--- src/rtl/mem_arb_pkg.sv ---
// Shared owner IDs, arbiter state encodings and the request field bundle
// used by mem_req_arbiter and its ID FIFO.
package mem_arb_pkg;

   // Owner of an accepted request, stored in the in-order ID FIFO
   localparam logic ARB_ID_INST = 1'b0;
   localparam logic ARB_ID_DATA = 1'b1;

   // Arbiter FSM encodings
   localparam logic [1:0] ARB_IDLE   = 2'd0;
   localparam logic [1:0] ARB_HOLD_I = 2'd1;
   localparam logic [1:0] ARB_HOLD_D = 2'd2;

   // Request fields forwarded from the granted requester to the memory port
   typedef struct packed {
      logic        wr;
      logic [1:0]  size;
      logic [3:0]  wstrb;
      logic [31:0] addr;
      logic [31:0] wdata;
   } req_fields_t;

endpackage

--- src/rtl/arb_id_fifo.sv ---
// 1-bit-wide in-order owner-ID FIFO. Records which requester owns each
// accepted-but-unanswered memory request; head is the owner of the next
// response. Pointers wrap modulo DEPTH.
module arb_id_fifo #(
   parameter  int DEPTH = 4,
   localparam int AW    = (DEPTH > 1) ? $clog2(DEPTH) : 1,
   localparam int CW    = $clog2(DEPTH) + 1
) (
   input  logic          clk,
   input  logic          resetn,
   input  logic          push,
   input  logic          push_id,
   input  logic          pop,
   output logic          head,
   output logic          full,
   output logic          empty,
   output logic [CW-1:0] count
);

   logic [DEPTH-1:0] id_mem;
   logic [AW-1:0]    wr_ptr;
   logic [AW-1:0]    rd_ptr;

   // Storage, pointers and occupancy; simultaneous push and pop keep count
   always_ff @(posedge clk or negedge resetn) begin
      if (!resetn) begin
         id_mem <= '0;
         wr_ptr <= '0;
         rd_ptr <= '0;
         count  <= '0;
      end else begin
         if (push) begin
            id_mem[wr_ptr] <= push_id;
            wr_ptr         <= (wr_ptr == AW'(DEPTH - 1)) ? '0 : wr_ptr + 1'b1;
         end
         if (pop) begin
            rd_ptr <= (rd_ptr == AW'(DEPTH - 1)) ? '0 : rd_ptr + 1'b1;
         end
         case ({push, pop})
            2'b10:   count <= count + 1'b1;
            2'b01:   count <= count - 1'b1;
            default: count <= count;
         endcase
      end
   end

   // Status flags derived from the registered occupancy
   always_comb begin
      head  = id_mem[rd_ptr];
      full  = (count == CW'(DEPTH));
      empty = (count == '0);
   end

endmodule

--- src/rtl/mem_req_arbiter.sv ---
// Shares one sram-like memory port between the fetch (inst_*) and the
// load/store (data_*) requesters. The grant is locked until mem_addr_ok,
// each accept records its owner in an in-order ID FIFO, and responses are
// routed back to the FIFO head owner with zero latency.
// Build option: ARB_ROUND_ROBIN_EN selects alternating tie-break instead of
// fixed data-over-inst priority.
//
// Handshake: a requester holds req and its fields stable until it sees its
// addr_ok; a transfer happens in the cycle where mem_req & mem_addr_ok.
// Responses (mem_data_ok) arrive in request order and are not back-pressured.
module mem_req_arbiter
   import mem_arb_pkg::*;
#(
   parameter  int OUTSTANDING = 4,
   localparam int CW          = $clog2(OUTSTANDING) + 1
) (
   input  logic          clk,
   input  logic          resetn,
   input  logic          inst_req,
   input  logic          inst_wr,
   input  logic [1:0]    inst_size,
   input  logic [3:0]    inst_wstrb,
   input  logic [31:0]   inst_addr,
   input  logic [31:0]   inst_wdata,
   output logic          inst_addr_ok,
   output logic          inst_data_ok,
   output logic [31:0]   inst_rdata,
   input  logic          data_req,
   input  logic          data_wr,
   input  logic [1:0]    data_size,
   input  logic [3:0]    data_wstrb,
   input  logic [31:0]   data_addr,
   input  logic [31:0]   data_wdata,
   output logic          data_addr_ok,
   output logic          data_data_ok,
   output logic [31:0]   data_rdata,
   output logic          mem_req,
   output logic          mem_wr,
   output logic [1:0]    mem_size,
   output logic [3:0]    mem_wstrb,
   output logic [31:0]   mem_addr,
   output logic [31:0]   mem_wdata,
   input  logic          mem_addr_ok,
   input  logic          mem_data_ok,
   input  logic [31:0]   mem_rdata,
   output logic [CW-1:0] outstanding,
   output logic          proto_err,
   output logic [1:0]    arb_state
);

   logic [1:0]  state;
   logic [1:0]  state_nxt;
   logic        idle_pick;
   logic        grant_vld;
   logic        grant_id;
   logic        accept;
   logic        pop;
   logic        fifo_head;
   logic        fifo_full;
   logic        fifo_empty;
   req_fields_t inst_f;
   req_fields_t data_f;
   req_fields_t mem_f;

`ifdef ARB_ROUND_ROBIN_EN
   logic last_grant;

   // Tie goes to whoever was not granted last; a lone requester always wins
   always_comb begin
      if (inst_req && data_req) idle_pick = ~last_grant;
      else                      idle_pick = data_req ? ARB_ID_DATA : ARB_ID_INST;
   end

   // Remember the owner of the most recent accept
   always_ff @(posedge clk or negedge resetn) begin
      if (!resetn)     last_grant <= ARB_ID_INST;
      else if (accept) last_grant <= grant_id;
   end
`else
   // Fixed priority: load/store beats fetch
   always_comb idle_pick = data_req ? ARB_ID_DATA : ARB_ID_INST;
`endif

   // Grant: free choice in IDLE (blocked when full), locked owner in HOLD
   always_comb begin
      grant_vld = 1'b0;
      grant_id  = idle_pick;
      case (state)
         ARB_IDLE:   grant_vld = ~fifo_full & (inst_req | data_req);
         ARB_HOLD_I: begin grant_vld = 1'b1; grant_id = ARB_ID_INST; end
         ARB_HOLD_D: begin grant_vld = 1'b1; grant_id = ARB_ID_DATA; end
         default:    grant_vld = 1'b0;
      endcase
   end

   // Field mux towards the memory port and addr_ok demux back to the winner
   always_comb begin
      inst_f       = '{inst_wr, inst_size, inst_wstrb, inst_addr, inst_wdata};
      data_f       = '{data_wr, data_size, data_wstrb, data_addr, data_wdata};
      mem_f        = (grant_id == ARB_ID_DATA) ? data_f : inst_f;
      mem_req      = grant_vld;
      mem_wr       = mem_f.wr;
      mem_size     = mem_f.size;
      mem_wstrb    = mem_f.wstrb;
      mem_addr     = mem_f.addr;
      mem_wdata    = mem_f.wdata;
      accept       = grant_vld & mem_addr_ok;
      inst_addr_ok = accept & (grant_id == ARB_ID_INST);
      data_addr_ok = accept & (grant_id == ARB_ID_DATA);
   end

   // Response demux: the FIFO head names the owner of this response
   always_comb begin
      pop          = mem_data_ok & ~fifo_empty;
      inst_data_ok = pop & (fifo_head == ARB_ID_INST);
      data_data_ok = pop & (fifo_head == ARB_ID_DATA);
      inst_rdata   = mem_rdata;
      data_rdata   = mem_rdata;
   end

   // Next state: lock onto the winner until the memory accepts it
   always_comb begin
      state_nxt = state;
      case (state)
         ARB_IDLE: begin
            if (grant_vld && !mem_addr_ok)
               state_nxt = (grant_id == ARB_ID_DATA) ? ARB_HOLD_D : ARB_HOLD_I;
         end
         ARB_HOLD_I, ARB_HOLD_D: begin
            if (mem_addr_ok) state_nxt = ARB_IDLE;
         end
         default: state_nxt = ARB_IDLE;
      endcase
   end

   // State register
   always_ff @(posedge clk or negedge resetn) begin
      if (!resetn) state <= ARB_IDLE;
      else         state <= state_nxt;
   end

   // Sticky flag for a response that arrived with nothing outstanding
   always_ff @(posedge clk or negedge resetn) begin
      if (!resetn)                        proto_err <= 1'b0;
      else if (mem_data_ok && fifo_empty) proto_err <= 1'b1;
   end

   // Debug view of the arbiter state
   always_comb arb_state = state;

   arb_id_fifo #(
      .DEPTH (OUTSTANDING)
   ) u_id_fifo (
      .clk     (clk),
      .resetn  (resetn),
      .push    (accept),
      .push_id (grant_id),
      .pop     (pop),
      .head    (fifo_head),
      .full    (fifo_full),
      .empty   (fifo_empty),
      .count   (outstanding)
   );

endmodule

--- config.mk ---
export PLATFORM = sky130hd
export DESIGN_NAME = mem_req_arbiter
export DESIGN_NICKNAME = d
export VERILOG_FILES = /design/src/rtl/mem_arb_pkg.sv /design/src/rtl/arb_id_fifo.sv /design/src/rtl/mem_req_arbiter.sv
export SDC_FILE = /design/constraint.sdc
export NUM_CORES = 1
export LEC_CHECK = 0
export ABC_AREA = 1
export CAP_MARGIN = 10
export CORE_AREA = 2 2 128 130
export CTS_BUF_LIST = sky130_fd_sc_hd__clkbuf_8
export DETAILED_ROUTE_END_ITERATION = 16
export DIE_AREA = 0 0 130 132
export DONT_BUFFER_PORTS = 1
export GPL_ROUTABILITY_DRIVEN = 1
export PLACE_DENSITY = 0.3
export SETUP_SLACK_MARGIN = 0.1
export SLEW_MARGIN = 5
export SYNTH_ARGS = -nofsm -noshare
export SYNTH_HDL_FRONTEND = slang
export SYNTH_SLANG_ARGS = --single-unit
--- constraint.sdc ---
create_clock -name clk -period 4.6 [get_ports clk]
set_input_delay 0 -clock clk [delete_from_list [all_inputs] [get_ports clk]]
set_output_delay 0 -clock clk [all_outputs]
set_load 0.02 [all_outputs]
### Yosys cells after proc, flatten, opt, wreduce, memory -nomap -nowiden

Cells that the tools add are included.

| storage, ports and cells | value |
|---|---|
| register bits | 14 |
| output and inout port bits | 146 |

| operators by class | value |
|---|---|
| $add $sub $neg | 4 |
| $lt $le $gt $ge | 3 |
| eq/ne operators | 9 |
| mux-type cells | 16 |
| bitwise operators | 12 |
| reductions and logical operators | 9 |

Operators with widths:

| operator | number |
|---|---|
| 71-bit two-way mux | 1 |
| 2-bit two-way mux | 5 |
| 2-bit == test, second input constant | 4 |
| 1-bit AND | 7 |
| 2-bit by 3-bit < comparator with 1-bit output, second input constant | 2 |
| 3-bit one-hot mux with 2 select lines | 1 |
| 2-bit by 1-bit adder with 2-bit output, second input constant | 2 |
| 4-bit bitwise mux | 1 |
| 2-bit by 1-bit == test with 1-bit output, second input constant | 2 |
| 1-bit NOT | 4 |
| 1-bit one-hot mux with 2 select lines | 2 |
| 2-bit one-hot mux with 2 select lines | 1 |
| 3-bit by 1-bit adder with 3-bit output, second input constant | 1 |
| 3-bit == test, second input constant | 1 |
| 1-bit logical AND | 3 |
| 3-bit zero test | 1 |
| 1-bit two-way mux | 3 |
| 3-bit by 1-bit subtractor with 3-bit output, second input constant | 1 |
| 1-bit binary-select mux with 2-bit select | 1 |
| 1-bit demux with 2-bit select | 1 |
| 2-bit by 1-bit >= comparator with 1-bit output, second input constant | 1 |
| 2-bit zero test | 1 |
| 2-bit by 1-bit inequality test with 1-bit output, second input constant | 1 |
| 2-bit inequality test, second input constant | 1 |
| other kinds (5) | 5 |

### Depth between registers and ports, before layout

| logic depth | value |
|---|---|
| depth in word-level cells | 7 |
| gate-level depth with buffers | 16 |
| depth with buffers taken out | 15 |

### By module

A second synthesis with hierarchy kept.

| second synthesis, totals | value |
|---|---|
| cells, all modules | 407 |
| area, all modules | 2,269.7 um^2 |

By module, submodules not included:

| module | times used | cells each | area each (um^2) | seq. area each (um^2) |
|---|---|---|---|---|
| mem_req_arbiter | 1 | 336 | 1,645.3 | 75.1 |
| arb_id_fifo | 1 | 71 | 624.3 | 275.3 |

### Worst setup path before layout

OpenSTA, ideal clock, no wires.

| timing path | value |
|---|---|
| path kind | reg-to-reg |
| from | register state[0] (netlist: arb_state[0]) |
| to | register u_id_fifo.count[2] |
| setup time | 0.131 ns |
| arrival time | 2.233 ns |
| data required time | 4.469 ns |
| setup slack | 2.236 ns |
| stages on the path, launching flop included | 15 |
| buffers on the path | 1 |
| clock period less this slack | 2.364 ns |
| cells stage by stage | dfrtp_1 > inv_1 > ha_1 > inv_1 > nand2_2 > nand2_2 > nor2_2 > buf_6 > inv_2 > ha_1 > inv_1 > fa_1 > a21oi_1 > o21ai_0 > xor2_1 |

| between the ends | value |
|---|---|
| longest elaborated chain between the ends | 6 |

RTL lines:

| element | RTL line | RTL |
|---|---|---|
| from (decl) | mem_req_arbiter.sv:51 | `logic [1:0] state;` |
| from (signal assigned) | mem_req_arbiter.sv:139 | `else state <= state_nxt;` |
| 2-bit by 1-bit == test with 1-bit output / 2-bit == test (equally long branches) | mem_req_arbiter.sv:88 | `case (state)` |
| 2-bit OR reduction (no line) | -- |  |
| 1-bit one-hot mux with 2 select lines (*) | mem_req_arbiter.sv:88 |  |
| 1-bit AND (*) | mem_req_arbiter.sv:107 | `accept = grant_vld & mem_addr_ok;` |
| 2-bit by 1-bit == test with 1-bit output / 2-bit == test (equally long branches) | arb_id_fifo.sv:39 | `case ({push, pop})` |
| 3-bit one-hot mux with 2 select lines / 2-bit nonzero test (equally long branches) | -- |  |
| to (signal assigned) | arb_id_fifo.sv:40 | `2'b10: count <= count + 1'b1;` |
| to (signal assigned) | arb_id_fifo.sv:41 | `2'b01: count <= count - 1'b1;` |
| to (signal assigned) | arb_id_fifo.sv:42 | `default: count <= count;` |
| to (decl) | arb_id_fifo.sv:17 | `output logic [CW-1:0] count` |

Every way passes the cells marked *; elsewhere a longest branch is shown, timed or not.
A chain may end at the register's enable or synchronous reset.

### Worst setup path after layout

| timing path | value |
|---|---|
| from | register state[0] (netlist: arb_state[0]) |
| to | output port mem_addr[18] |

| between the ends | value |
|---|---|
| longest elaborated chain between the ends | 3 |

RTL lines:

| element | RTL line | RTL |
|---|---|---|
| 2-bit == test / 2-bit by 1-bit == test with 1-bit output (equally long branches) | mem_req_arbiter.sv:88 |  |
| 1-bit one-hot mux with 2 select lines (*) | mem_req_arbiter.sv:88 |  |
| 71-bit two-way mux (*) | mem_req_arbiter.sv:100 | `mem_f = (grant_id == ARB_ID_DATA) ? data_f : inst_f;` |
| to (decl) | mem_req_arbiter.sv:41 | `output logic [31:0] mem_addr,` |

Marked as above.

==> impl_results.md <==
* Max Slew Vio Count at 0
* Final setup TNS at 0 ns
* Peak supply drop at 0.000397 V
* Number of port buffers at 0
* Gate Count Post-Synth at 402
* Synthesis Warnings at 0
* Largest buffer count on any clock path at 2
* CP Class: flop to output port
* Final Cycle Share at 59.6%
* Number of remaining DRC errors at 0
* Max FO, Critical Path at 45
* Reg-to-Reg End: u_id_fifo.count[1]$_DFFE_PN0P_
* Core Rows at 46
* # diodes at 0
* Vias per inst at 3.73
* Reg2reg setup slack at 2.04 ns
* DRT iter0 DRCs at 86
* FMAX at 365 MHz
* Worst Path Arrival at 2.74 ns
* Clk_lat worst skew at 0.25 ns
* TritonCTS Buffers at 3
* Final setup fails at 0
* MaxCap Viol Count at 0
* Syn_nets at 592
* Slowest Stage Delay on Critical Path at 0.56 ns
* Gpl congestion at 0.737
* ANT nets after route at 0
* Worst min path class: input port to output port
* Clock sinks at 14
* # H-tree levels at 1
* Initial antenna violation count at 0
* Worst setup EP type: output port
* Reg-to-Reg Start: arb_state[0]$_DFFE_PN0P_
* CTS tree: yes
* Total GRT Usage at 7.49%
* Vias at 2031
* Post-synth cell types at 24
* Hold Vio Cnt, Final at 0
* Slowest library cell on the worst path: inv_2
* First-pass GRT wire length at 10100 microns
* Startpoint Class: flop
* Final worst setup slack at 1.86 ns
* Place WS at 2.03 ns
* Io pins at 326
* Final Util at 12.9%
* Post-CTS Setup Inserts at 0
* Cell Area, Synth at 2310 sq um
* Tot Pwr at 2.14 mW
* Synth area leader: nand2_1
* GRT overflow at 0
* Crit path to: mem_addr[18]
* DRT Wirelength at 7140 microns
* Count of nets after finishing at 520
* Measured slew at the worst slew-check pin at 0.780 ns
* Fill cell count at 1849
* Largest net degree at the start of global routing at 74
* Worst R2R Path Depth at 13
* Seq cells post-synth at 14
* Leakage at 1.14 nW
* PD cells at 1050 nW/um^2
* Post-route cell area at 2030 sq um
* Hold_ws at 0.00000650 ns
* Clk pin slew, worst setup/hold paths at 0.06 ns
* Clock Skew at 0.00480 ns
* DP Cell Count at 539
* Worst path required time at 4.60 ns
* Final Non-Filler Cells at 545
* Cell Area, Placed at 1950 sq um
* Seq/Total Area, Yosys at 15.2%
* Core area at 15700 sq um
* Die Height at 132 microns
* Worst slew margin at 47.9%
* Outcome: completed
* Vias in the first global route at 1790
* Synth top area cells: nand2_1 (39%), buf_4 (21%), dfrtp_1 (15%)
* WL/cell at 13.1 microns
* DR pass1 iterations at 7
* Dpl hpwl at 6120 microns
* Post-route minimum period at 2.74 ns
* Top cell type's share of synthesized area at 39.2%
* Worst-path cell chain: inv_1, ha_1, inv_1, or2_1, nand2_2, inv_2, buf_4, nand2_1, nand2_1
* Share of layout cells above drive strength 1 at 4.86%
* Chip width at 130 microns
* Syn avg cell area at 5.74 sq um
* CTS Root Cell: clkbuf_8
* Initial Utilization at 14.7%
* Area growth, synth to finish at -12.2%
* CP startpoint: arb_state[0]$_DFFE_PN0P_
* Die Area at 17200 sq um
* RSZ-0062 raised after global routing: no
==> registers in the layout, indices dropped and copies added (netlist names) <==
signal	cells
u_id_fifo.id_mem	4
proto_err	1
arb_state	2
u_id_fifo.wr_ptr	2
u_id_fifo.rd_ptr	2
u_id_fifo.count	3
==> final cells by class <==
class	count	area, sq um	share of cell area (%)
multi-input combinational	288	1240	61.4
tap	216	270	13.3
clock buffer	4	55.1	2.72
sequential	14	350	17.3
inverter	19	71.3	3.52
timing repair buffer	4	35.0	1.73
==> power by group <==
| group | switching, mW | leakage, nW | total (mW) | internal [mW] |
|---|---|---|---|---|
| Clock | 0.0454 | 0.0288 | 0.121 | 0.0759 |
| Combinational | 1.42 | 0.940 | 1.75 | 0.332 |
| Sequential | 0.0806 | 0.171 | 0.263 | 0.183 |
==> kinds of logic (layout without fill, tap and decap cells) <==
| logic type | Yosys count | after routing | share of synthesized area, % |
|---|---|---|---|
| compound gates | 11 | 11 | 2.87 |
| xor+xnor | 2 | 2 | 0.759 |
| fa+ha+maj | 10 | 10 | 5.75 |
| buf+inv | 100 | 27 | 30.9 |
| flops | 14 | 14 | 15.2 |
| simple gates | 265 | 265 | 44.5 |
==> placed cells by master (no fill, tap or decap), types with 2 or more instances in the layout <==
cell / synthesis / routed
dlygate4sd3_1: 0 / 2
nand2_2: 3 / 3
a21oi_1: 2 / 2
nor2_1: 7 / 7
inv_1: 16 / 16
ha_1: 9 / 9
inv_2: 3 / 3
nand3_1: 8 / 8
nor2_2: 3 / 3
o21ai_0: 6 / 6
dfrtp_1: 14 / 14
buf_4: 64 / 2
nand2_1: 241 / 241
clkbuf_8: 0 / 4
==> worst min-delay path by stage <==
| stage | start | to | depth (start not counted) |
|---|---|---|---|
| after floorplan | resetn | arb_state[0]$_DFFE_PN0P_ | 0 |
| after global placement | resetn | u_id_fifo.count[2]$_DFFE_PN0P_ | 0 |
| after detailed placement | resetn | proto_err$_DFFE_PN0P_ | 0 |
| after CTS | mem_rdata[18] | data_rdata[18] | 0 |
| after global routing | mem_rdata[17] | inst_rdata[17] | 0 |
| final | mem_rdata[13] | inst_rdata[13] | 0 |
==> Yosys cell counts <==
master and count:
inv_1 16, nor2_2 3, dfrtp_1 14, ha_1 9, nand2_2 3, nor2_1 7, a41o_1 1, nand3_1 8
fa_1 1, nand2_1 241, or2_1 1, o21ai_0 6, inv_2 3, and2_1 1, a21oi_1 2, xor2_1 1
or2_2 1, clkbuf_1 3, buf_2 1, buf_4 64, buf_6 13, a31oi_1 1, xnor2_1 1, a32o_1 1
==> layer usage <==
| metal | share of wire [%] | global-route usage [%] | wire, microns |
|---|---|---|---|
| met1 | 38 | 8.14 | 2710 |
| met3 | 8.6 | 1.42 | 617 |
| met4 | 2.6 | 2.69 | 183 |
| met2 | 51 | 14.2 | 3630 |
| met5 | 0 | 0 | 0 |
==> critical path, delay by kind of cell, from the launching register on <==
family	cells	cell delay [ns]
buffers and inverters	4	1.19
flip-flops	1	0.50
AND/OR/NAND/NOR	4	0.44
adder cells (fa/ha/maj)	1	0.34
==> timing repair <==
action,CTS,global route
resized for setup,0,0
hold buffers,2,0
endpoints found under the hold margin,15,0
(Power assumes the default switching activity.)
